$ cat src/rtl/pid_steer_pipe.sv
`default_nettype none
// ============================================================================
//  Module      : pid_steer_pipe
//  Description : Pipelined PID steering controller for the line-follower
//                drivetrain. Converts a signed line-position error into
//                left/right unsigned motor speed commands around a ramped
//                forward speed.
//  Revision    : 1.0 - initial release
// ----------------------------------------------------------------------------
//  Ports
//    clk            in   1        system clock, rising edge
//    rst_n          in   1        asynchronous active-low reset
//    error          in   ERR_W    signed line error (valid with err_vld)
//    err_vld        in   1        single-cycle new-sample strobe
//    go             in   1        run enable; low clears the controller
//    line_present   in   1        line detected by the sensor front end
//    p_coeff        in   COEF_W   unsigned proportional gain
//    i_coeff        in   COEF_W   unsigned integral gain
//    d_coeff        in   COEF_W   unsigned derivative gain
//    lft_speed      out  SPD_W    left motor command
//    rght_speed     out  SPD_W    right motor command
//    moving         out  1        forward speed above MOVE_THRESH
//    pid_vld        out  1        pulse: new PID output takes effect
//    frwrd          out  SPD_W-1  current forward speed
// ============================================================================
module pid_steer_pipe #(
  parameter int ERR_W       = 16,
  parameter int SAT_W       = 11,
  parameter int DSAT_W      = 8,
  parameter int COEF_W      = 7,
  parameter int SPD_W       = 12,
  parameter int RAMP_STEP   = 4,
  parameter int MAX_FRWRD   = 'h300,
  parameter int MOVE_THRESH = 'h080,
  parameter int D_DLY       = 2,
  parameter int I_SHIFT     = 6,
  parameter int OUT_SHIFT   = 3
) (
  input  logic                     clk,
  input  logic                     rst_n,
  input  logic signed [ERR_W-1:0]  error,
  input  logic                     err_vld,
  input  logic                     go,
  input  logic                     line_present,
  input  logic [COEF_W-1:0]        p_coeff,
  input  logic [COEF_W-1:0]        i_coeff,
  input  logic [COEF_W-1:0]        d_coeff,
  output logic [SPD_W-1:0]         lft_speed,
  output logic [SPD_W-1:0]         rght_speed,
  output logic                     moving,
  output logic                     pid_vld,
  output logic [SPD_W-2:0]         frwrd
);

  // --------------------------------------------------------------------------
  // Derived widths and constants
  // --------------------------------------------------------------------------
  localparam int FW    = SPD_W - 1;            // forward speed width
  localparam int FW1   = FW + 1;               // forward speed plus carry
  localparam int SUM_W = SAT_W + COEF_W + 2;   // saturated PID sum width
  localparam int WIDE  = SUM_W + 2;            // unsaturated sum headroom
  localparam int PID_W = SUM_W - OUT_SHIFT;    // shifted PID result width
  localparam int IW    = ERR_W - I_SHIFT;      // integrator bits fed to I term
  localparam int PT_W  = COEF_W + 1 + SAT_W;   // P product width
  localparam int IT_W  = COEF_W + 1 + IW;      // I product width
  localparam int DT_W  = COEF_W + 1 + DSAT_W;  // D product width
  localparam int OW    = ((PID_W > FW) ? PID_W : FW) + 2;  // speed arithmetic

  localparam logic [FW-1:0]  MAX_F  = FW'(MAX_FRWRD);
  localparam logic [FW1-1:0] MAX_F1 = FW1'(MAX_FRWRD);
  localparam logic [FW-1:0]  MOVE_T = FW'(MOVE_THRESH);
  localparam logic [FW1-1:0] STEP   = FW1'(RAMP_STEP);

  // --------------------------------------------------------------------------
  // Registers
  // --------------------------------------------------------------------------
  logic signed [SAT_W-1:0]  hist [D_DLY];
  logic signed [ERR_W-1:0]  integ;
  logic signed [SAT_W-1:0]  err_s1;
  logic signed [DSAT_W-1:0] diff_s1;
  logic                     vld_s1;
  logic signed [PID_W-1:0]  pid_s;
  logic                     pid_vld_r;
  logic [FW-1:0]            frwrd_r;
  logic                     line_d;

  // --------------------------------------------------------------------------
  // Error saturation: in range only when every bit above the SAT_W sign
  // position matches the ERR_W sign bit.
  // --------------------------------------------------------------------------
  logic signed [SAT_W-1:0] err_sat;

  always_comb begin
    err_sat = error[SAT_W-1:0];
    if (!error[ERR_W-1] && (|error[ERR_W-2:SAT_W-1])) begin
      err_sat = {1'b0, {(SAT_W-1){1'b1}}};
    end else if (error[ERR_W-1] && !(&error[ERR_W-2:SAT_W-1])) begin
      err_sat = {1'b1, {(SAT_W-1){1'b0}}};
    end
  end

  // --------------------------------------------------------------------------
  // Derivative: current sample minus the oldest history entry, clamped.
  // --------------------------------------------------------------------------
  logic signed [SAT_W:0]    diff;
  logic signed [DSAT_W-1:0] diff_sat;

  assign diff = {err_sat[SAT_W-1], err_sat}
              - {hist[D_DLY-1][SAT_W-1], hist[D_DLY-1]};

  always_comb begin
    diff_sat = diff[DSAT_W-1:0];
    if (!diff[SAT_W] && (|diff[SAT_W-1:DSAT_W-1])) begin
      diff_sat = {1'b0, {(DSAT_W-1){1'b1}}};
    end else if (diff[SAT_W] && !(&diff[SAT_W-1:DSAT_W-1])) begin
      diff_sat = {1'b1, {(DSAT_W-1){1'b0}}};
    end
  end

  always_ff @(posedge clk or negedge rst_n) begin
    if (!rst_n) begin
      for (int k = 0; k < D_DLY; k++) hist[k] <= '0;
    end else if (!go) begin
      for (int k = 0; k < D_DLY; k++) hist[k] <= '0;
    end else if (err_vld) begin
      hist[0] <= err_sat;
      for (int k = 1; k < D_DLY; k++) hist[k] <= hist[k-1];
    end
  end

  // --------------------------------------------------------------------------
  // Integrator: one extra bit catches overflow, which then clamps.
  // --------------------------------------------------------------------------
  logic                    line_rise;
  logic                    integ_clr;
  logic signed [ERR_W:0]   integ_sum;
  logic signed [ERR_W-1:0] integ_next;

  assign line_rise = line_present & ~line_d;
  assign integ_clr = line_rise | ~go | ~moving;
  assign integ_sum = {integ[ERR_W-1], integ}
                   + {{(ERR_W+1-SAT_W){err_sat[SAT_W-1]}}, err_sat};

  always_comb begin
    integ_next = integ_sum[ERR_W-1:0];
    if (integ_sum[ERR_W] != integ_sum[ERR_W-1]) begin
      integ_next = integ_sum[ERR_W] ? {1'b1, {(ERR_W-1){1'b0}}}
                                    : {1'b0, {(ERR_W-1){1'b1}}};
    end
  end

  always_ff @(posedge clk or negedge rst_n) begin
    if (!rst_n) begin
      line_d <= 1'b0;
      integ  <= '0;
    end else begin
      line_d <= line_present;
      if (integ_clr) begin
        integ <= '0;
      end else if (err_vld) begin
        integ <= integ_next;
      end
    end
  end

  // --------------------------------------------------------------------------
  // Stage 1 pipeline register
  // --------------------------------------------------------------------------
  always_ff @(posedge clk or negedge rst_n) begin
    if (!rst_n) begin
      err_s1  <= '0;
      diff_s1 <= '0;
      vld_s1  <= 1'b0;
    end else if (!go) begin
      err_s1  <= '0;
      diff_s1 <= '0;
      vld_s1  <= 1'b0;
    end else begin
      vld_s1 <= err_vld;
      if (err_vld) begin
        err_s1  <= err_sat;
        diff_s1 <= diff_sat;
      end
    end
  end

  // --------------------------------------------------------------------------
  // Stage 2: products, saturated sum, arithmetic shift
  // --------------------------------------------------------------------------
  logic signed [COEF_W:0]   p_s;
  logic signed [COEF_W:0]   i_s;
  logic signed [COEF_W:0]   d_s;
  logic signed [IW-1:0]     integ_hi;
  logic signed [PT_W-1:0]   p_term;
  logic signed [IT_W-1:0]   i_term;
  logic signed [DT_W-1:0]   d_term;
  logic signed [WIDE-1:0]   sum_wide;
  logic signed [SUM_W-1:0]  sum_sat;
  logic signed [PID_W-1:0]  pid_next;

  // Coefficients are unsigned gains; a zero MSB keeps them positive.
  assign p_s      = $signed({1'b0, p_coeff});
  assign i_s      = $signed({1'b0, i_coeff});
  assign d_s      = $signed({1'b0, d_coeff});
  assign integ_hi = integ[ERR_W-1:I_SHIFT];

  assign p_term   = PT_W'(p_s) * PT_W'(err_s1);
  assign i_term   = IT_W'(i_s) * IT_W'(integ_hi);
  assign d_term   = DT_W'(d_s) * DT_W'(diff_s1);
  assign sum_wide = WIDE'(p_term) + WIDE'(i_term) + WIDE'(d_term);

  always_comb begin
    sum_sat = sum_wide[SUM_W-1:0];
    if (!sum_wide[WIDE-1] && (|sum_wide[WIDE-2:SUM_W-1])) begin
      sum_sat = {1'b0, {(SUM_W-1){1'b1}}};
    end else if (sum_wide[WIDE-1] && !(&sum_wide[WIDE-2:SUM_W-1])) begin
      sum_sat = {1'b1, {(SUM_W-1){1'b0}}};
    end
  end

  // Arithmetic right shift of a signed value is its upper bits.
  assign pid_next = sum_sat[SUM_W-1:OUT_SHIFT];

  always_ff @(posedge clk or negedge rst_n) begin
    if (!rst_n) begin
      pid_s     <= '0;
      pid_vld_r <= 1'b0;
    end else if (!go) begin
      pid_s     <= '0;
      pid_vld_r <= 1'b0;
    end else begin
      pid_vld_r <= vld_s1;
      if (vld_s1) begin
        pid_s <= pid_next;
      end
    end
  end

  // --------------------------------------------------------------------------
  // Forward speed ramp
  // --------------------------------------------------------------------------
  logic [FW1-1:0] frwrd_up_raw;
  logic [FW-1:0]  frwrd_up;
  logic [FW-1:0]  frwrd_dn;

  assign frwrd_up_raw = {1'b0, frwrd_r} + STEP;
  assign frwrd_up     = (frwrd_up_raw > MAX_F1) ? MAX_F : frwrd_up_raw[FW-1:0];
  assign frwrd_dn     = ({1'b0, frwrd_r} >= STEP) ? (frwrd_r - STEP[FW-1:0]) : '0;

  always_ff @(posedge clk or negedge rst_n) begin
    if (!rst_n) begin
      frwrd_r <= '0;
    end else if (!go) begin
      frwrd_r <= '0;
    end else if (err_vld) begin
      frwrd_r <= line_present ? frwrd_up : frwrd_dn;
    end
  end

  assign moving = (frwrd_r > MOVE_T);
  assign frwrd  = frwrd_r;

  // --------------------------------------------------------------------------
  // Speed outputs: forward speed +/- steering, clamped to 0..2^SPD_W-1
  // --------------------------------------------------------------------------
  function automatic logic [SPD_W-1:0] clamp_spd(input logic signed [OW-1:0] v);
    if (v[OW-1]) begin
      return '0;
    end else if (|v[OW-2:SPD_W]) begin
      return '1;
    end else begin
      return v[SPD_W-1:0];
    end
  endfunction

  logic signed [OW-1:0] f_ext;
  logic signed [OW-1:0] pid_ext;
  logic signed [OW-1:0] lft_raw;
  logic signed [OW-1:0] rght_raw;

  assign f_ext    = OW'($signed({1'b0, frwrd_r}));
  assign pid_ext  = OW'(pid_s);
  assign lft_raw  = f_ext + pid_ext;
  assign rght_raw = f_ext - pid_ext;

  assign lft_speed  = moving ? clamp_spd(lft_raw)  : {1'b0, frwrd_r};
  assign rght_speed = moving ? clamp_spd(rght_raw) : {1'b0, frwrd_r};
  assign pid_vld    = pid_vld_r;

  // Integrator fraction and shifted-out sum bits carry no information here.
  logic unused_bits;
  assign unused_bits = ^{integ[I_SHIFT-1:0], sum_sat[OUT_SHIFT-1:0]};

endmodule
`default_nettype wire
$ cat config.mk
export PLATFORM = sky130hd
export DESIGN_NAME = pid_steer_pipe
export DESIGN_NICKNAME = d
export VERILOG_FILES = /design/src/rtl/pid_steer_pipe.sv
export SDC_FILE = /design/constraint.sdc
export NUM_CORES = 1
export LEC_CHECK = 0
export CORE_AREA = 2 2 160 193
export DETAILED_ROUTE_END_ITERATION = 6
export DIE_AREA = 0 0 162 195
export GPL_TIMING_DRIVEN = 0
export PLACE_DENSITY = 0.79
export SLEW_MARGIN = 20
export SYNTH_ARGS = -nofsm -noshare
export SYNTH_HDL_FRONTEND = slang
export SYNTH_SLANG_ARGS = --single-unit
$ cat constraint.sdc
create_clock -name clk -period 6.9 [get_ports clk]
set_input_delay 1.035 -clock clk [delete_from_list [all_inputs] [get_ports clk]]
set_output_delay 1.035 -clock clk [all_outputs]
set_load 0.05 [all_outputs]
Word-level counts from Yosys, hierarchy flattened
Index checks and enable logic that the tools add are counted.
{"block": "word_totals", "register_bits": 88, "input_bits": 42, "output_inout_bits": 37, "word_cells": 85}
{"block": "classes", "add_sub_neg": 8, "mul": 3, "magnitude_cmp": 3, "n_eq_ne": 3, "muxes": 31, "n_bitwise": 6, "n_reduce_logical": 21}
{"operator": "two-way mux 11 bit", "count": 9}
{"operator": "two-way mux 12 bit", "count": 6}
{"operator": "two-way mux 16 bit", "count": 4}
{"operator": "two-way mux 22 bit", "count": 2}
{"operator": "two-way mux 20 bit", "count": 2}
{"operator": "two-way mux 17 bit", "count": 2}
{"operator": "two-way mux 8 bit", "count": 4}
{"operator": "adder 20 x 16 -> 21 bit", "count": 1}
{"operator": "adder 19 x 18 -> 20 bit", "count": 1}
{"operator": "multiplier 8 x 11 -> 19 bit", "count": 1}
{"operator": "adder 12 x 17 -> 18 bit", "count": 1}
{"operator": "multiplier 8 x 10 -> 18 bit", "count": 1}
{"operator": "subtractor 12 x 17 -> 18 bit", "count": 1}
{"operator": "adder 16 x 11 -> 17 bit", "count": 1}
{"operator": "multiplier 8 x 8 -> 16 bit", "count": 1}
{"operator": "adder 11 x 3 -> 12 bit (second input constant)", "count": 1}
{"operator": "> comparator 12 x 10 -> 1 bit (second input constant)", "count": 1}
{"operator": "OR reduction 6 bit", "count": 2}
{"operator": "subtractor 11 x 11 -> 12 bit", "count": 1}
{"operator": ">= comparator 11 x 3 -> 1 bit (second input constant)", "count": 1}
{"operator": "> comparator 11 x 8 -> 1 bit (second input constant)", "count": 1}
{"operator": "subtractor 11 x 3 -> 11 bit (second input constant)", "count": 1}
{"operator": "logical AND 1 bit", "count": 6}
{"operator": "logical NOT 1 bit", "count": 6}
{"operator": "other kinds (14)", "count": 18}

Depth between registers and ports, before layout
{"block": "logic_depth", "ltp_word": 13, "depth_mapped": 26, "ltp_nobuf": 25}

Worst setup path before layout
OpenSTA, ideal clock, no wires.
{"block": "synth_path", "path_type": "input port to flip-flop", "startpoint": "input port p_coeff[3]", "endpoint": "register pid_s[9]", "setup_ns": 0.126, "arrival_time_ns": 7.468, "required_ns": 6.774, "path_slack_ns": -0.694, "path_stages": 24, "path_buffers": 2, "cell_sequence": "clkbuf_1 > nand2_1 > fa_1 > inv_1 > fa_1 > inv_1 > fa_1 > inv_1 > fa_1 > fa_1 > fa_1 > inv_1 > fa_1 > inv_1 > ha_1 > o21ai_0 > o21ai_2 > a2111oi_4 > o21ai_2 > a211oi_4 > mux2i_1 > a21oi_1 > buf_2 > a221o_1"}
{"block": "synth_via", "elab_chain_cells": 10, "word_cells_on_any_way": 13, "classes_between": "add/sub (2); mul (1); mux (4); reduce/logical (6)"}
{"item": "start: declaration", "line_no": "45", "rtl": "input logic [COEF_W-1:0] p_coeff,"}
{"item": "multiplier 8 x 11 -> 19 bit (*)", "line_no": "207", "rtl": "assign p_term = PT_W'(p_s) * PT_W'(err_s1);"}
{"item": "adder 19 x 18 -> 20 bit (*)", "line_no": "210", "rtl": "assign sum_wide = WIDE'(p_term) + WIDE'(i_term) + WIDE'(d_term);"}
{"item": "adder 20 x 16 -> 21 bit (*)", "line_no": "210"}
{"item": "AND reduction 2 bit", "line_no": "216", "rtl": "end else if (sum_wide[WIDE-1] && !(&sum_wide[WIDE-2:SUM_W-1])) begin"}
{"item": "logical NOT 1 bit", "line_no": "216"}
{"item": "logical AND 1 bit", "line_no": "216"}
{"item": "two-way mux 20 bit", "line_no": "216"}
{"item": "two-way mux 20 bit (*)", "line_no": "214", "rtl": "if (!sum_wide[WIDE-1] && (|sum_wide[WIDE-2:SUM_W-1])) begin"}
{"item": "two-way mux 17 bit (*)", "line_no": "233", "rtl": "if (vld_s1) begin"}
{"item": "two-way mux 17 bit (*)", "line_no": "228", "rtl": "end else if (!go) begin"}
{"item": "end signal: assignment", "line_no": "234", "rtl": "pid_s <= pid_next;"}
{"item": "end: declaration", "line_no": "82", "rtl": "logic signed [PID_W-1:0] pid_s;"}
Mark *: on every way between the ends. The rest lies on a longest branch, timed or not. The select of a mux whose other input is x is not followed.
A chain may end at the register's enable or synchronous reset.

Worst setup path after layout
{"block": "layout_path", "startpoint": "input port p_coeff[1]", "endpoint": "register pid_s[9]"}
The elaborated chain is that of the path after synthesis.

==> results by group <==
Status
  – Status: finished, violations left
  – Failing checks: negative setup slack

Flow run
  – Number of max-cap violations: 0

Clock tree
  – Clock Latency Late Sink: 0.34 ns
  – Clock root buffer: clkbuf_16
  – CTS clk-pin slew, worst paths: 0.06 ns
  – CTS tree: done
  – Clock Path Buffers: 2
  – Clock sink count: 75
  – H-tree levels: 3
  – # hold bufs at CTS: 0
  – CTS Buf Count: 9

Layout
  – N_diodes: 0
  – Layout cell share with drive strength beyond 1: 0.0927
  – Layout area overhead: 14.6%
  – Cell area after layout: 0.0168 mm²
  – Nets: 2183

Timing
  – Hold slack: 0.549 ns
  – RSZ-0062 raised after global routing: true
  – Fmax: 140 MHz
  – Period utilisation layout: 1.04
  – Final min period: 7.16 ns
  – Fin. max-slew vios: 0
  – Worst Tran Pin Value: 0.910 ns
  – Final Hold Fails: 0
  – Max-slew headroom: 0.393
  – Fin worst setup slack: -0.257 ns
  – Number of setup violations in the final report: 16
  – Skew final: 0.00669 ns

Worst setup path
  – Crit Path Class: in2reg
  – Flop2flop setup slack: -0.16 ns
  – R2r startpoint: hist[19]
  – Max FO, Critical Path: 6
  – Critical Path Most Common Cell: fa_1
  – Worst-case reg-to-reg path depth: 23
  – Reg2reg end: pid_s[9]
  – Worst setup EP type: register
  – Critical Path Source Type: primary input
  – Crit path from: p_coeff[1]
  – Slowest CP cell: fa_2
  – CP Data Arrival Time: 7.38 ns
  – Worst Path Required: 7.12 ns
  – Slowest cell delay on critical path: 0.56 ns
  – Bufs and invs on worst path: 8
  – WP depth: 25
  – Crit path max-delay family: adder cells

Drt
  – 1st-pass router iterations: 5
  – Initial DRC Count: 796
  – Final wirelength: 38200 µm
  – Number of routed nets with antenna violations: 0
  – DRC Markers: 0
  – Vias per cell: 5.54
  – Detail-routed net length per standard cell: 17.6 µm
  – Vias post-DR: 12000

Yosys
  – Cells after Synth: 1661
  – Post-synth top cells: inv_1 (330), fa_1 (213), ha_1 (154), and2_1 (139), nand2_1 (120)
  – Post-synth top area share: 0.291
  – Synth Area in Simple Gates: 0.160
  – Seq cells post-synth: 75
  – Seq/Total Area, Yosys: 0.128
  – Top FF cell, synth: dfrtp_1
  – Number of synthesized flops with an enable pin: 0
  – Xor-xnor portion of the synthesized cell area: 0.0354
  – Most frequent cell after synthesis: inv_1
  – Distinct cells, synth: 70
  – Asr flop ratio synth: 1.00
  – Post-synth top area cell: fa_1
  – Largest family of logic cells by synthesized area: adder cells
  – Dominant cells by area after synthesis: fa_1 (29%), ha_1 (13%), dfrtp_1 (13%)
  – Synth Area in Adders: 0.423
  – Synth Cell Area: 0.0146 mm²
  – Compound-gate portion of the synthesized area: 0.141
  – Synth warn: 0
  – Avg Inst Size Synth: 8.81 µm²
  – Proportion of synthesized area in mux cells: 0.0116

GRT
  – Antenna violations before repair: 0
  – Total gr overflow: 0
  – Pin count of the biggest net entering global routing: 44
  – First-pass GRT wire length: 63800 µm
  – Tot GR Track Use: 0.253
  – Number of global-route vias before repair: 12700

Place
  – Placer congestion estimate: 0.901
  – Place WS: -1.38 ns
  – PortBufs: 73
  – Dpl hpwl: 31700 µm
  – Placed inst area: 0.0161 mm²

Floorplanning
  – Chip Height: 195 µm
  – # rows: 69
  – Die area: 0.0316 mm²
  – Starting Density: 0.496
  – Core Area: 0.0295 mm²
  – Die X: 162 µm
  – Ports: 79

Hold path
  – Hold Path Sink: hist[8]
  – Worst hold start: hist[8]
  – Worst min path class: reg2reg
  – Hold Path Depth: 2

Pwr
  – Pwr dens: 335 mW/mm²
  – Worst vdd ir: 322 µV
  – Leak: 8.29 nW
[per-layer routing]
layer  wire (µm)  track usage  vias up  part of all wire
li1            -            -     5561                 -
met3        1660       0.0242       95             0.043
met4        2150        0.124        0             0.056
met2       19400        0.447      349              0.51
met5           0            0        -                 0
met1       15000        0.309     6006              0.39
[through the flow]
stage	total power, mW	util	setup TNS, ns	instances
floorplan	3.77	-	-1.33	1662
global placement	4.68	0.546	-19.72	2125
detailed placement	4.79	0.547	-22.11	2126
CTS	5.45	0.565	-6.13	2161
global route	6.13	0.568	-6.65	2169
finish	5.62	0.568	-3.20	2169
[where the power goes]
part	switching (mW)	total [mW]	internal [mW]
clock	0.194	0.509	0.315
sequential	0.103	0.600	0.497
combinational	2.60	4.51	1.91
total	2.89	5.62	2.73
[registers in the layout, indices dropped and copies added (netlist names)]
name	flops
diff_s1	8
frwrd	9
pid_vld	1
pid_s	17
vld_s1	1
line_d	1
integ	16
hist	22
[final cells by class]
| type | instances | area [µm²] |
|---|---|---|
| buffer | 55 | 313 |
| clock buffer | 9 | 225 |
| clock inverter | 7 | 92.6 |
| fill | 2582 | 12800 |
| inverter | 330 | 1240 |
| multi-input combinational | 1201 | 11600 |
| sequential | 75 | 1880 |
| tap | 390 | 488 |
| timing repair buffer | 102 | 927 |
[worst min-delay path: cells and delay by family, from the launching register on]
family / cells / cell delay (ns)
flip-flops: 1 / 0.34
AND/OR/NAND/NOR: 1 / 0.10
multiplexers: 1 / 0.07
[cell families (layout without fill, tap and decap cells)]
logic type | after synthesis | count (layout)
and+or+nand+nor | 453 | 453
DFF | 75 | 75
adders and majority gates | 367 | 367
muxes | 17 | 17
xor gates and xnor gates | 57 | 57
other | 1 | 2
AOI/OAI and AO/OA | 305 | 305
buffers and inverters | 386 | 503
[what timing repair did]
action                                 CTS  global route
cloned                                   1             0
endpoints found under the hold margin    0             0
setup endpoints to repair               17            17
resized for setup                       50            57
pin swaps                               35            42
buffers inserted                        19             9
[worst max-delay path by stage]
stage	slack (ns)	end
3_5_place_dp	-1.38	pid_s[9]
4_1_cts	-0.43	pid_s[9]
2_1_floorplan	-0.13	pid_s[3]
5_1_grt	-0.46	pid_s[9]
6_report	-0.26	pid_s[9]
3_3_place_gp	-1.22	pid_s[14]
[cell usage in the layout (no fill, tap or decap), drive strengths merged, types with 7 or more instances in the layout]
| master | count |
|---|---|
| a221o | 15 |
| buf | 48 |
| ha | 154 |
| nand2b | 18 |
| mux2i | 17 |
| nand3 | 20 |
| inv | 330 |
| clkdlybuf4s50 | 54 |
| a22o | 13 |
| o211ai | 9 |
| clkbuf | 61 |
| o21a | 17 |
| a21o | 16 |
| nand2 | 120 |
| a211oi | 23 |
| xor2 | 12 |
| o21ai | 61 |
| nor3 | 34 |
| nor2 | 61 |
| nor3b | 7 |
| xnor2 | 45 |
| and2 | 139 |
| nor2b | 22 |
| a21oi | 102 |
| dfrtp | 75 |
| fa | 213 |
Power figures use the tool's default switching activity.
